`src/rtl/bias_pkg.sv`:
```
// Shared types, width helpers and saturation limits for the bias buffer.
// Contents: state_t FSM encoding, counter/index width functions, default
// parameter values and the signed saturation limits for the default width.
package bias_pkg;

    typedef enum logic [1:0] {
        IDLE  = 2'd0,
        LOAD  = 2'd1,
        SERVE = 2'd2
    } state_t;

    localparam int DEF_NUM_WIDTH   = 16;
    localparam int DEF_DEPTH       = 64;
    localparam int DEF_SHIFT_WIDTH = 4;

    // Width of a count that must hold 0..depth inclusive.
    function automatic int cnt_w(input int depth);
        return $clog2(depth + 1);
    endfunction

    // Width of an index 0..depth-1 (never narrower than one bit).
    function automatic int idx_w(input int depth);
        return (depth > 1) ? $clog2(depth) : 1;
    endfunction

    localparam logic [DEF_NUM_WIDTH-1:0] MAX_POS = {1'b0, {(DEF_NUM_WIDTH-1){1'b1}}};
    localparam logic [DEF_NUM_WIDTH-1:0] MAX_NEG = {1'b1, {(DEF_NUM_WIDTH-1){1'b0}}};

endpackage

```
`src/rtl/bias_format.sv`:
```
// Bias pre-formatter: arithmetic left shift of a signed raw bias, saturated to NUM_WIDTH.
// Latency: purely combinational. Backpressure: none, no handshake.
// Ports: i_data raw signed word, i_shift shift amount, o_data formatted signed word.
module bias_format #(
    parameter int NUM_WIDTH   = 16,
    parameter int SHIFT_WIDTH = 4
) (
    input  logic [NUM_WIDTH-1:0]   i_data,
    input  logic [SHIFT_WIDTH-1:0] i_shift,
    output logic [NUM_WIDTH-1:0]   o_data
);

    localparam int MAX_SH = (2 ** SHIFT_WIDTH) - 1;
    localparam int WIDE_W = NUM_WIDTH + MAX_SH;

    localparam logic [NUM_WIDTH-1:0] SAT_POS = {1'b0, {(NUM_WIDTH-1){1'b1}}};
    localparam logic [NUM_WIDTH-1:0] SAT_NEG = {1'b1, {(NUM_WIDTH-1){1'b0}}};

    logic signed [WIDE_W-1:0] w_ext;
    logic signed [WIDE_W-1:0] w_shifted;
    logic [MAX_SH:0]          w_upper;
    logic                     w_fits;

    // Wide enough that the shift never loses bits; overflow is judged afterwards.
    assign w_ext     = {{MAX_SH{i_data[NUM_WIDTH-1]}}, i_data};
    assign w_shifted = w_ext <<< i_shift;

    // Result fits when every bit above the narrow sign bit equals that sign bit.
    assign w_upper = w_shifted[WIDE_W-1:NUM_WIDTH-1];
    assign w_fits  = (w_upper == '0) || (w_upper == '1);

    always_comb begin
        o_data = w_shifted[NUM_WIDTH-1:0];
        if (!w_fits) begin
            o_data = w_shifted[WIDE_W-1] ? SAT_NEG : SAT_POS;
        end
    end

endmodule

```
`src/rtl/bias_buffer.sv`:
```
// Per-channel bias store: loads formatted biases over valid/ready, serves one per channel.
// Latency: bias/bias_index update 1 cycle after next/rewind; first bias valid on the last-word edge.
// Backpressure: bias_ready is registered, high only while loading; words taken on valid&&ready.
// Ports: clk/rst, cfg_count/cfg_shift/load_start config, bias_valid/bias_data/bias_ready
//        load stream, load_done status, next/rewind channel stepping, bias/bias_index output.
module bias_buffer
    import bias_pkg::*;
#(
    parameter int NUM_WIDTH   = DEF_NUM_WIDTH,
    parameter int DEPTH       = DEF_DEPTH,
    parameter int SHIFT_WIDTH = DEF_SHIFT_WIDTH
) (
    input  logic                     clk,
    input  logic                     rst,
    input  logic [cnt_w(DEPTH)-1:0]  cfg_count,
    input  logic [SHIFT_WIDTH-1:0]   cfg_shift,
    input  logic                     load_start,
    input  logic                     bias_valid,
    input  logic [NUM_WIDTH-1:0]     bias_data,
    output logic                     bias_ready,
    output logic                     load_done,
    input  logic                     next,
    input  logic                     rewind,
    output logic [NUM_WIDTH-1:0]     bias,
    output logic [idx_w(DEPTH)-1:0]  bias_index
);

    localparam int CNT_W = cnt_w(DEPTH);
    localparam int IDX_W = idx_w(DEPTH);

    state_t                 r_state;
    logic [CNT_W-1:0]       r_count;
    logic [SHIFT_WIDTH-1:0] r_shift;
    logic [IDX_W-1:0]       r_wr_ptr;
    logic [IDX_W-1:0]       r_idx;
    logic                   r_ready;
    logic                   r_done;
    logic [NUM_WIDTH-1:0]   r_bias;
    logic [NUM_WIDTH-1:0]   r_mem [DEPTH];

    logic [NUM_WIDTH-1:0]   w_fmt;
    logic [CNT_W-1:0]       w_cnt_clamped;
    logic [IDX_W-1:0]       w_last_idx;
    logic [IDX_W-1:0]       w_next_idx;
    logic                   w_take;
    logic                   w_last_wr;

    bias_format #(
        .NUM_WIDTH   (NUM_WIDTH),
        .SHIFT_WIDTH (SHIFT_WIDTH)
    ) u_format (
        .i_data  (bias_data),
        .i_shift (r_shift),
        .o_data  (w_fmt)
    );

    assign w_cnt_clamped = (cfg_count > CNT_W'(DEPTH)) ? CNT_W'(DEPTH) : cfg_count;
    // r_count is 1..DEPTH whenever it is used, so count-1 always fits the index width.
    assign w_last_idx    = IDX_W'(r_count - 1'b1);
    assign w_next_idx    = (r_idx == w_last_idx) ? '0 : r_idx + 1'b1;
    assign w_last_wr     = (r_wr_ptr == w_last_idx);
    // A restart on the same edge discards the word, so it is not taken.
    assign w_take        = r_ready && bias_valid && !load_start;

    // Storage is deliberately left unreset so it maps to distributed RAM.
    always_ff @(posedge clk) begin
        if (w_take) begin
            r_mem[r_wr_ptr] <= w_fmt;
        end
    end

    always_ff @(posedge clk or posedge rst) begin
        if (rst) begin
            r_state  <= IDLE;
            r_count  <= '0;
            r_shift  <= '0;
            r_wr_ptr <= '0;
            r_idx    <= '0;
            r_ready  <= 1'b0;
            r_done   <= 1'b0;
            r_bias   <= '0;
        end else if (load_start) begin
            r_wr_ptr <= '0;
            r_idx    <= '0;
            r_done   <= 1'b0;
            r_bias   <= '0;
            if (cfg_count == '0) begin
                r_state <= IDLE;
                r_ready <= 1'b0;
            end else begin
                r_state <= LOAD;
                r_count <= w_cnt_clamped;
                r_shift <= cfg_shift;
                r_ready <= 1'b1;
            end
        end else begin
            case (r_state)
                LOAD: begin
                    if (w_take) begin
                        if (w_last_wr) begin
                            r_state <= SERVE;
                            r_ready <= 1'b0;
                            r_done  <= 1'b1;
                            r_idx   <= '0;
                            // Single-word layer: entry 0 is being written this very edge.
                            r_bias  <= (r_count == CNT_W'(1)) ? w_fmt : r_mem[0];
                        end else begin
                            r_wr_ptr <= r_wr_ptr + 1'b1;
                        end
                    end
                end
                SERVE: begin
                    if (rewind) begin
                        r_idx  <= '0;
                        r_bias <= r_mem[0];
                    end else if (next) begin
                        r_idx  <= w_next_idx;
                        r_bias <= r_mem[w_next_idx];
                    end
                end
                default: ;
            endcase
        end
    end

    assign bias_ready = r_ready;
    assign load_done  = r_done;
    assign bias       = r_bias;
    assign bias_index = r_idx;

endmodule

```
`config.mk`:
```
export PLATFORM = sky130hd
export DESIGN_NAME = bias_buffer
export DESIGN_NICKNAME = d
export VERILOG_FILES = /design/src/rtl/bias_pkg.sv /design/src/rtl/bias_format.sv /design/src/rtl/bias_buffer.sv
export SDC_FILE = /design/constraint.sdc
export NUM_CORES = 1
export LEC_CHECK = 0
export ABC_AREA = 1
export BUFFER_PORTS_ARGS = -buffer_cell sky130_fd_sc_hd__buf_2
export CAP_MARGIN = 30
export CORE_MARGIN = 1.5
export CORE_UTILIZATION = 33
export CTS_BUF_LIST = sky130_fd_sc_hd__clkbuf_2 sky130_fd_sc_hd__clkbuf_4 sky130_fd_sc_hd__clkbuf_8
export DETAILED_ROUTE_END_ITERATION = 10
export PLACE_DENSITY_LB_ADDON = 0.15
export SETUP_SLACK_MARGIN = 0.2
export SLEW_MARGIN = 20
export SYNTH_ARGS = -nofsm -noshare
export SYNTH_HDL_FRONTEND = slang
export SYNTH_SLANG_ARGS = --single-unit
```
`constraint.sdc`:
```
create_clock -name clk -period 3.4 [get_ports clk]
set_input_delay 0.34 -clock clk [delete_from_list [all_inputs] [get_ports clk]]
set_output_delay 0.34 -clock clk [all_outputs]
set_load 0.05 [all_outputs]
```
==> key figures, run 1 <==
Floorplanning
  • Num ports: between 50 and 60
  • Initial Util: 33.2%
  • Die footprint: about 140000 sq um
  • Die height: 374 um
  • Die width: 374 um
  • Row count: 136
  • CORE AREA: about 140000 sq um

Clocking
  • CTS clk-pin slew, worst paths: ~0.060 ns
  • CTS tree: built
  • Sink Count: about 1100
  • Clk_lat worst skew: ~0.90 ns
  • Root Driver: clkbuf_8
  • Bufs on Longest Clock Path: 3
  • TritonCTS Buffers: 181
  • H-Tree Level Count: 4

Worst setup path
  • CP Capture Type: flop
  • Reg2reg end: bias[15]$_DFFE_PP0P_
  • Crit path arrival time: between 4 and 5 ns
  • Max FO, Critical Path: 7
  • Critical Path RT: between 4 and 5 ns
  • Startpoint Class: flop
  • Crit path kind: reg -> reg
  • R2R Path Start: r_count[1]$_DFFE_PP0P_
  • Worst r2r path cells: 23
  • Register-to-Register Setup Slack: between 0.15 and 0.2 ns

STA
  • Max Slew Vio Count: 0
  • Final worst path period share: between 90% and 100%
  • Final worst slack: roughly 0.16 ns
  • Final Hold Viols: 0
  • Fin crit period: 3.24 ns
  • RSZ-0062 raised after global routing: true
  • Final Skew: around 0.038 ns
  • Max Fclk: about 310 MHz
  • Worst rel slew slack: 31.5%
  • Hold Worst Slack: ~0.12 ns
  • # setup viols final: 0
  • Slew @ Worst Pin: about 1 ns

Route
  • Via count: 33832
  • Post-Route WL: between 150 and 200 mm
  • Routed WL per cell: around 26 um
  • DRT antenna net count: 0
  • Remaining DRCs: 0
  • Starting DRT DRC Count: between 3000 and 4000
  • Drt via density: about 5.4
  • DRT Pass-1 Iters: 5

Cells and area
  • Design area: between 50000 and 60000 sq um
  • Most frequent cells in the layout: 1190 x nand3_1, 1024 x edfxtp_1, 909 x nand2_1
  • P&R area growth vs syn: 23.8%
  • Share of post-route cells with drive strength above 1: a little over a fifth
  • Post-layout util: about 40%
  • Most common cell after layout, fill and taps aside: nand3_1
  • Final nets: between 4000 and 5000

Global routing
  • Gr usage total: 22.6%
  • Congestion Overflow GR: 0
  • Vias in the first global route: between 30000 and 40000
  • Initial antenna violation count: 5
  • Pin count of the biggest net entering global routing: roughly 150
  • First-pass GRT wire length: ~230 mm

Placement
  • I/O Buffers: 56
  • GP Congestion: ~0.83
  • Setup WS pre-CTS: -0.143 ns
  • Area post-placement: 50200 sq um
  • Dpl hpwl: 95.2 mm

Synth
  • Synth Register Bits: 1065
  • Synth Cell Area: about 46000 sq um
  • Netlist cell types: 41
  • Seq/Total Area, Yosys: roughly 70%
  • Synthesized area per cell: 11.2 sq um
  • Yosys warning total: 0
  • Syn_nets: around 4100
  • Mapped Cells: 4066

Worst hold path
  • Hold wc startpoint: rewind
  • Hold depth: 5
  • Worst hold path endpoint: bias[12]$_DFFE_PP0P_
  • Worst hold-check path type: in -> reg

Power
  • Pleak: between 20 and 25 nW
  • Power Dens Cells: just over 500 nW/um^2
  • VDD IR max: around 0.34 mV
  • Final Total Pwr: roughly 29 mW

Job
  • Max Cap Viol: 0

Run status
  • Status: finished clean
[report_power, final]
part	internal, mW	switching, mW	leakage [nW]
Sequential	14.6	0.137	9.74
Combinational	0.831	1.82	8.71
Clock	5.99	5.25	1.80
[cell type report]
class	instances	area, sq um
Fill cell	13097	80800
Sequential cell	1065	31800
Multi-Input combinational cell	2641	13500
Timing Repair Buffer	438	5090
Clock buffer	253	3070
Tap cell	1794	2240
Clock inverter	54	344
Inverter	71	302
Antenna cell	6	15.0
[worst max-delay path: stages (launching register included)]
cell	delay (ns)
dfrtp_1	0.36
inv_2	0.06
ha_4	0.27
inv_2	0.03
nand2_1	0.05
nand2_1	0.05
nor2_1	0.11
nand3_1	0.10
nor2_2	0.16
nand3_4	0.16
buf_12	0.20
buf_12	0.16
buf_12	0.15
bufbuf_16	0.29
nand3_1	0.07
nand3_1	0.09
nand3_1	0.12
nand3_2	0.15
nand3_2	0.12
nand3_2	0.13
nand3_2	0.10
nand2_1	0.07
nand2_1	0.06
nand2_1	0.05
[metal layers]
metal	GRT usage (%)	part of all wire, %	vias up
li1	-	-	15328
met1	32.6	45	16989
met2	34.2	45	1262
met3	4.00	6.7	253
met4	7.62	3.3	0
met5	0	0	-
[how the worst max path moves through the flow]
stage / from / to / slack (ns) / cells past startpoint
floorplan: r_shift[0]$_DFFE_PP0P_ / bias[14]$_DFFE_PP0P_ / 0.32 / 21
global placement: r_count[0]$_DFFE_PP0P_ / bias[15]$_DFFE_PP0P_ / -0.12 / 24
detailed placement: r_count[1]$_DFFE_PP0P_ / bias[15]$_DFFE_PP0P_ / -0.14 / 24
CTS: r_count[1]$_DFFE_PP0P_ / bias[7]$_DFFE_PP0P_ / 0.13 / 21
global route: r_count[1]$_DFFE_PP0P_ / bias[7]$_DFFE_PP0P_ / -0.03 / 26
finish: r_count[1]$_DFFE_PP0P_ / bias[15]$_DFFE_PP0P_ / 0.16 / 23
[cell families (layout without fill, tap and decap cells)]
family	after synthesis	after routing	synth area share [%]
AND/OR/NAND/NOR	2489	2490	24.6
flip-flops	1065	1065	69.8
AO/OA/AOI/OAI	140	140	1.66
other	0	6	0
buffers and inverters	361	816	3.70
XOR/XNOR	6	6	0.115
multiplexers	1	1	0.0220
adder cells (fa/ha/maj)	4	4	0.110
[sequential cells by signal (all words and copies together) (netlist names)]
signal / cells
r_shift: 4
r_count: 7
bias_index: 6
r_wr_ptr: 6
bias: 16
r_state: 2
r_mem: 1024
[synth_stat cells (all sizes together)]
| master | number | area share [%] |
|---|---|---|
| clkbuf | 113 | 0.93 |
| nand4 | 12 | 0.16 |
| nand3 | 1392 | 15 |
| a21boi | 16 | 0.26 |
| and3 | 1 | 0.014 |
| xnor2 | 2 | 0.038 |
| a21oi | 55 | 0.60 |
| a31oi | 3 | 0.041 |
| dfrtp | 41 | 2.3 |
| nor3 | 4 | 0.044 |
| inv | 70 | 0.58 |
| clkinv | 1 | 0.0082 |
| nor2 | 139 | 1.2 |
| or2 | 2 | 0.027 |
| o21ai | 61 | 0.67 |
| ha | 4 | 0.11 |
| buf | 177 | 2.2 |
| a22oi | 1 | 0.016 |
| a211oi | 1 | 0.016 |
| o211ai | 1 | 0.016 |
| nand3b | 1 | 0.016 |
| xor2 | 4 | 0.077 |
| o22ai | 1 | 0.014 |
| nand2 | 933 | 7.8 |
| and2 | 3 | 0.041 |
| a221oi | 1 | 0.019 |
| nor4 | 2 | 0.027 |
| edfxtp | 1024 | 68 |
| mux2i | 1 | 0.022 |
[metrics by stage]
step / instances / TNS [ns]
finish: 6322 / 0
global route: 6318 / -0.139
CTS: 6285 / 0
detailed placement: 5937 / -0.595
global placement: 5936 / -0.538
floorplan: 4066 / 0
[repair_timing]
action / 4_1_cts / 5_1_grt
hold endpoints to repair: 39 / 0
gates resized for setup: 190 / 130
gates cloned: 13 / 15
pin swaps: 17 / 38
hold buffers: 18 / 0
buffers inserted: 10 / 16
setup endpoints to repair: 48 / 582
(Power assumes the default switching activity.)
==> run 2: changes to the inputs <==
--- a/config.mk
+++ b/config.mk
@@ -7,5 +7,5 @@
 export LEC_CHECK = 0
 export ABC_AREA = 1
-export BUFFER_PORTS_ARGS = -buffer_cell sky130_fd_sc_hd__buf_2
+export BUFFER_PORTS_ARGS = -buffer_cell sky130_fd_sc_hd__buf_4
 export CAP_MARGIN = 30
 export CORE_MARGIN = 1.5
==> constraint.sdc (replaced) <==
create_clock -name clk -period 3.4 [get_ports clk]
set_input_delay 0.51 -clock clk [delete_from_list [all_inputs] [get_ports clk]]
set_output_delay 0.51 -clock clk [all_outputs]
set_load 0.05 [all_outputs]
==> run 2 against run 1 <==
  * Clock power rose by 4%
  * Worst hold slack improved by 0.022 ns
  * Core utilization rose by 1.1 points
  * Sequential power barely moved
  * Largest cell class unchanged
==> key figures, run 2 (synthesized netlist as in run 1, its figures left out) <==
Clocking
  • Root Driver: clkbuf_8 (unchanged)
  • Sink Count: 1065 (unchanged)
  • Clk_lat worst skew: 0.92 ns (was 0.90 ns)
  • CTS tree: built (unchanged)
  • CTS clk-pin slew, worst paths: 0.06 ns (about the same)
  • TritonCTS Buffers: 183 (was 181)
  • H-Tree Level Count: 4 (unchanged)
  • Bufs on Longest Clock Path: 3 (unchanged)

Power
  • VDD IR max: 0.361 mV (was 0.343 mV)
  • Sequential power share: 50.5% (was 51.4%)
  • Pleak: 20.9 nW (was 20.2 nW)
  • Internal power: 21.6 mW (was 21.4 mW)
  • Gate power share: 9.5% (was 9.3%)
  • Switch share: 25.7% (was 25.2%)
  • Net Switching: 7.49 mW (was 7.21 mW)
  • Clk pwr share: 39.9% (was 39.3%)
  • Power Dens Cells: 503 nW/um^2 (was 507 nW/um^2)

Route
  • Routed WL per cell: 25.5 um (was 25.8 um)
  • Drt via density: 5.32 (was 5.35)
  • Starting DRT DRC Count: 3343 (was 3329)
  • DRT antenna net count: 0 (unchanged)
  • DRT Pass-1 Iters: 6 (was 5)
  • Via count: 34105 (was 33832)
  • Post-Route WL: 163 mm (about the same)
  • Remaining DRCs: 0 (unchanged)

Worst setup path
  • Crit path cell chain: inv_2, ha_4, inv_2, nand2_2, nand2_1, nor2_1, nand3_1, nor2_2, nand3_4, buf_12, nand2_8, buf_12, buf_12, nand2_1, nand3_1, nand3_1, nand3_2, nand3_4, nand3_2, buf_6, nand3_4, nand2_2, nand2_2, nand2_1 (was inv_2, ha_4, inv_2, nand2_1, nand2_1, nor2_1, nand3_1, nor2_2, nand3_4, buf_12, buf_12, buf_12, bufbuf_16, nand3_1, nand3_1, nand3_1, nand3_2, nand3_2, nand3_2, nand3_2, nand2_1, nand2_1, nand2_1)
  • Crit-path leading delay family: simple AND/OR/NAND/NOR gates (unchanged)
  • Crit path kind: reg -> reg (unchanged)
  • CP max stage cell: dfrtp_1 (unchanged)
  • Critical Path RT: 4.23 ns (was 4.17 ns)
  • Max FO, Critical Path: 16 (was 7)
  • Startpoint Class: flop (unchanged)
  • Critical path's largest stage delay: 0.36 ns (about the same)
  • Crit path arrival time: 3.99 ns (was 4.01 ns)
  • CP Capture Type: flop (unchanged)
  • Register-to-Register Setup Slack: 0.24 ns (was 0.16 ns)
  • CP Buf/Inv Count: 6 (unchanged)

Cells and area
  • Final nets: 4503 (was 4435)
  • Post-layout util: 42.2% (was 41.1%)
  • Largest register FFs: 1024 (unchanged)
  • Share of post-route cells with drive strength above 1: 23.9% (was 21.1%)
  • P&R area growth vs syn: 27.1% (was 23.8%)
  • Design area: 57900 sq um (was 56300 sq um)
  • Biggest register: r_mem (unchanged)
  • Most frequent cells in the layout: 1133 x nand3_1, 1024 x edfxtp_1, 900 x nand2_1 (was 1190 x nand3_1, 1024 x edfxtp_1, 909 x nand2_1)
  • # fillers: 13053 (was 13097)
  • Non-filler instance count after layout: 6408 (was 6322)
  • Most common cell after layout, fill and taps aside: nand3_1 (unchanged)

Job
  • Max Cap Viol: 0 (unchanged)

STA
  • Final worst path period share: 92.9% (was 95.3%)
  • Fin crit period: 3.16 ns (was 3.24 ns)
  • Slew @ Worst Pin: 1.03 ns (about the same)
  • Hold Worst Slack: 0.144 ns (was 0.122 ns)
  • Worst rel slew slack: 31.5% (about the same)
  • # setup viols final: 0 (unchanged)
  • Max Slew Vio Count: 0 (unchanged)
  • Final worst slack: 0.240 ns (was 0.160 ns)
  • RSZ-0062 raised after global routing: true (unchanged)
  • Max Fclk: 316 MHz (was 309 MHz)
  • Final Skew: 0.0455 ns (was 0.0381 ns)
  • Final Hold Viols: 0 (unchanged)

Floorplanning
  • Die width: 374 um (unchanged)
  • Die footprint: 140000 sq um (unchanged)
  • Row count: 136 (unchanged)
  • CORE AREA: 137000 sq um (unchanged)
  • Die height: 374 um (unchanged)
  • Num ports: 57 (unchanged)
  • Initial Util: 33.2% (unchanged)

Run status
  • Status: finished clean (unchanged)

Placement
  • I/O Buffers: 56 (unchanged)
  • GP Congestion: 0.864 (was 0.827)
  • Dpl hpwl: 98.3 mm (was 95.2 mm)
  • Placed insts: 5984 (was 5937)
  • Setup WS pre-CTS: -0.0997 ns (was -0.143 ns)
  • Area post-placement: 50600 sq um (was 50200 sq um)

Global routing
  • Vias in the first global route: 33245 (was 32244)
  • Pin count of the biggest net entering global routing: 134 (was 146)
  • Initial antenna violation count: 7 (was 5)
  • First-pass GRT wire length: 233 mm (was 231 mm)
  • Gr usage total: 22.7% (was 22.6%)
  • Congestion Overflow GR: 0 (unchanged)

Worst hold path
  • Worst hold-check path type: in -> reg (unchanged)
==> run 2: cell types whose count changed in the layout (fill, tap and decap cells not counted), moves of 26 or more <==
cell     before   now
nand3_4      31    62
buf_4       211   317
buf_2        57     1
nand3_2     171   197
nand3_1    1190  1133
==> run 2: power by group through the flow <==
stage / Combinational (mW) / Sequential, mW / Clock (mW)
2_1_floorplan: 1.15 / 15.1 / 0
3_3_place_gp: 2.43 / 15.0 / 0
3_5_place_dp: 2.43 / 15.0 / 0
4_1_cts: 2.64 / 14.7 / 11.9
5_1_grt: 2.98 / 14.7 / 12.4
6_report: 2.78 / 14.7 / 11.6
==> run 2: routing by layer <==
metal	global-route usage, %	part of all wire, %	vias to the layer above	wire length (um)
met2	35.4	46	1210	75000
met5	0	0	-	0
li1	-	-	15489	-
met1	32.2	45	17180	73300
met4	7.60	3.0	0	4880
met3	3.60	6.1	226	9960
==> run 2: path summary, 6_finish.rpt <==
| kind | startpoint | to | cells past startpoint |
|---|---|---|---|
| min in group asynchronous | rst | bias_index[0]$_DFFE_PP0P_ | 3 |
| min | rewind | bias[7]$_DFFE_PP0P_ | 5 |
| min reg2reg | bias[1]$_DFFE_PP0P_ | bias[1]$_DFFE_PP0P_ | 2 |
| max | r_count[0]$_DFFE_PP0P_ | bias[1]$_DFFE_PP0P_ | 24 |
| max in group asynchronous | rst | r_count[0]$_DFFE_PP0P_ | 4 |
| max reg2reg | r_count[0]$_DFFE_PP0P_ | bias[1]$_DFFE_PP0P_ | 24 |
==> run 2: worst reg2reg max path: stages, from the launching register on <==
cell,delay [ns]
dfrtp_1,0.36
inv_2,0.06
ha_4,0.27
inv_2,0.03
nand2_2,0.04
nand2_1,0.05
nor2_1,0.08
nand3_1,0.10
nor2_2,0.15
nand3_4,0.15
buf_12,0.18
nand2_8,0.16
buf_12,0.21
buf_12,0.18
nand2_1,0.07
nand3_1,0.07
nand3_1,0.14
nand3_2,0.15
nand3_4,0.10
nand3_2,0.08
buf_6,0.13
nand3_4,0.09
nand2_2,0.10
nand2_2,0.05
nand2_1,0.05
==> run 2: through the flow <==
step	TNS (ns)	total power, mW
2_1_floorplan	0	16.3
3_3_place_gp	-0.549	17.4
3_5_place_dp	-0.230	17.4
4_1_cts	0	29.2
5_1_grt	0	30.1
6_report	0	29.1
==> run 2: timing repair <==
action	CTS	global route
hold buffers	18	0
buffers inserted	25	18
hold endpoints to repair	43	0
gates resized for setup	257	197
pin swaps	44	54
cloned	15	15
endpoints found under the setup margin	16	933
==> run 2: layout make-up <==
type,instances,area (sq um),area share [%]
Inverter,71,327,0.564
Multi-Input combinational cell,2640,14000,24.2
Timing Repair inverter,1,5.00,0.00865
Sequential cell,1065,31800,54.9
Clock inverter,80,504,0.871
Tap cell,1794,2240,3.88
Timing Repair Buffer,504,5930,10.2
Antenna cell,2,5.00,0.00865
Clock buffer,251,3070,5.31
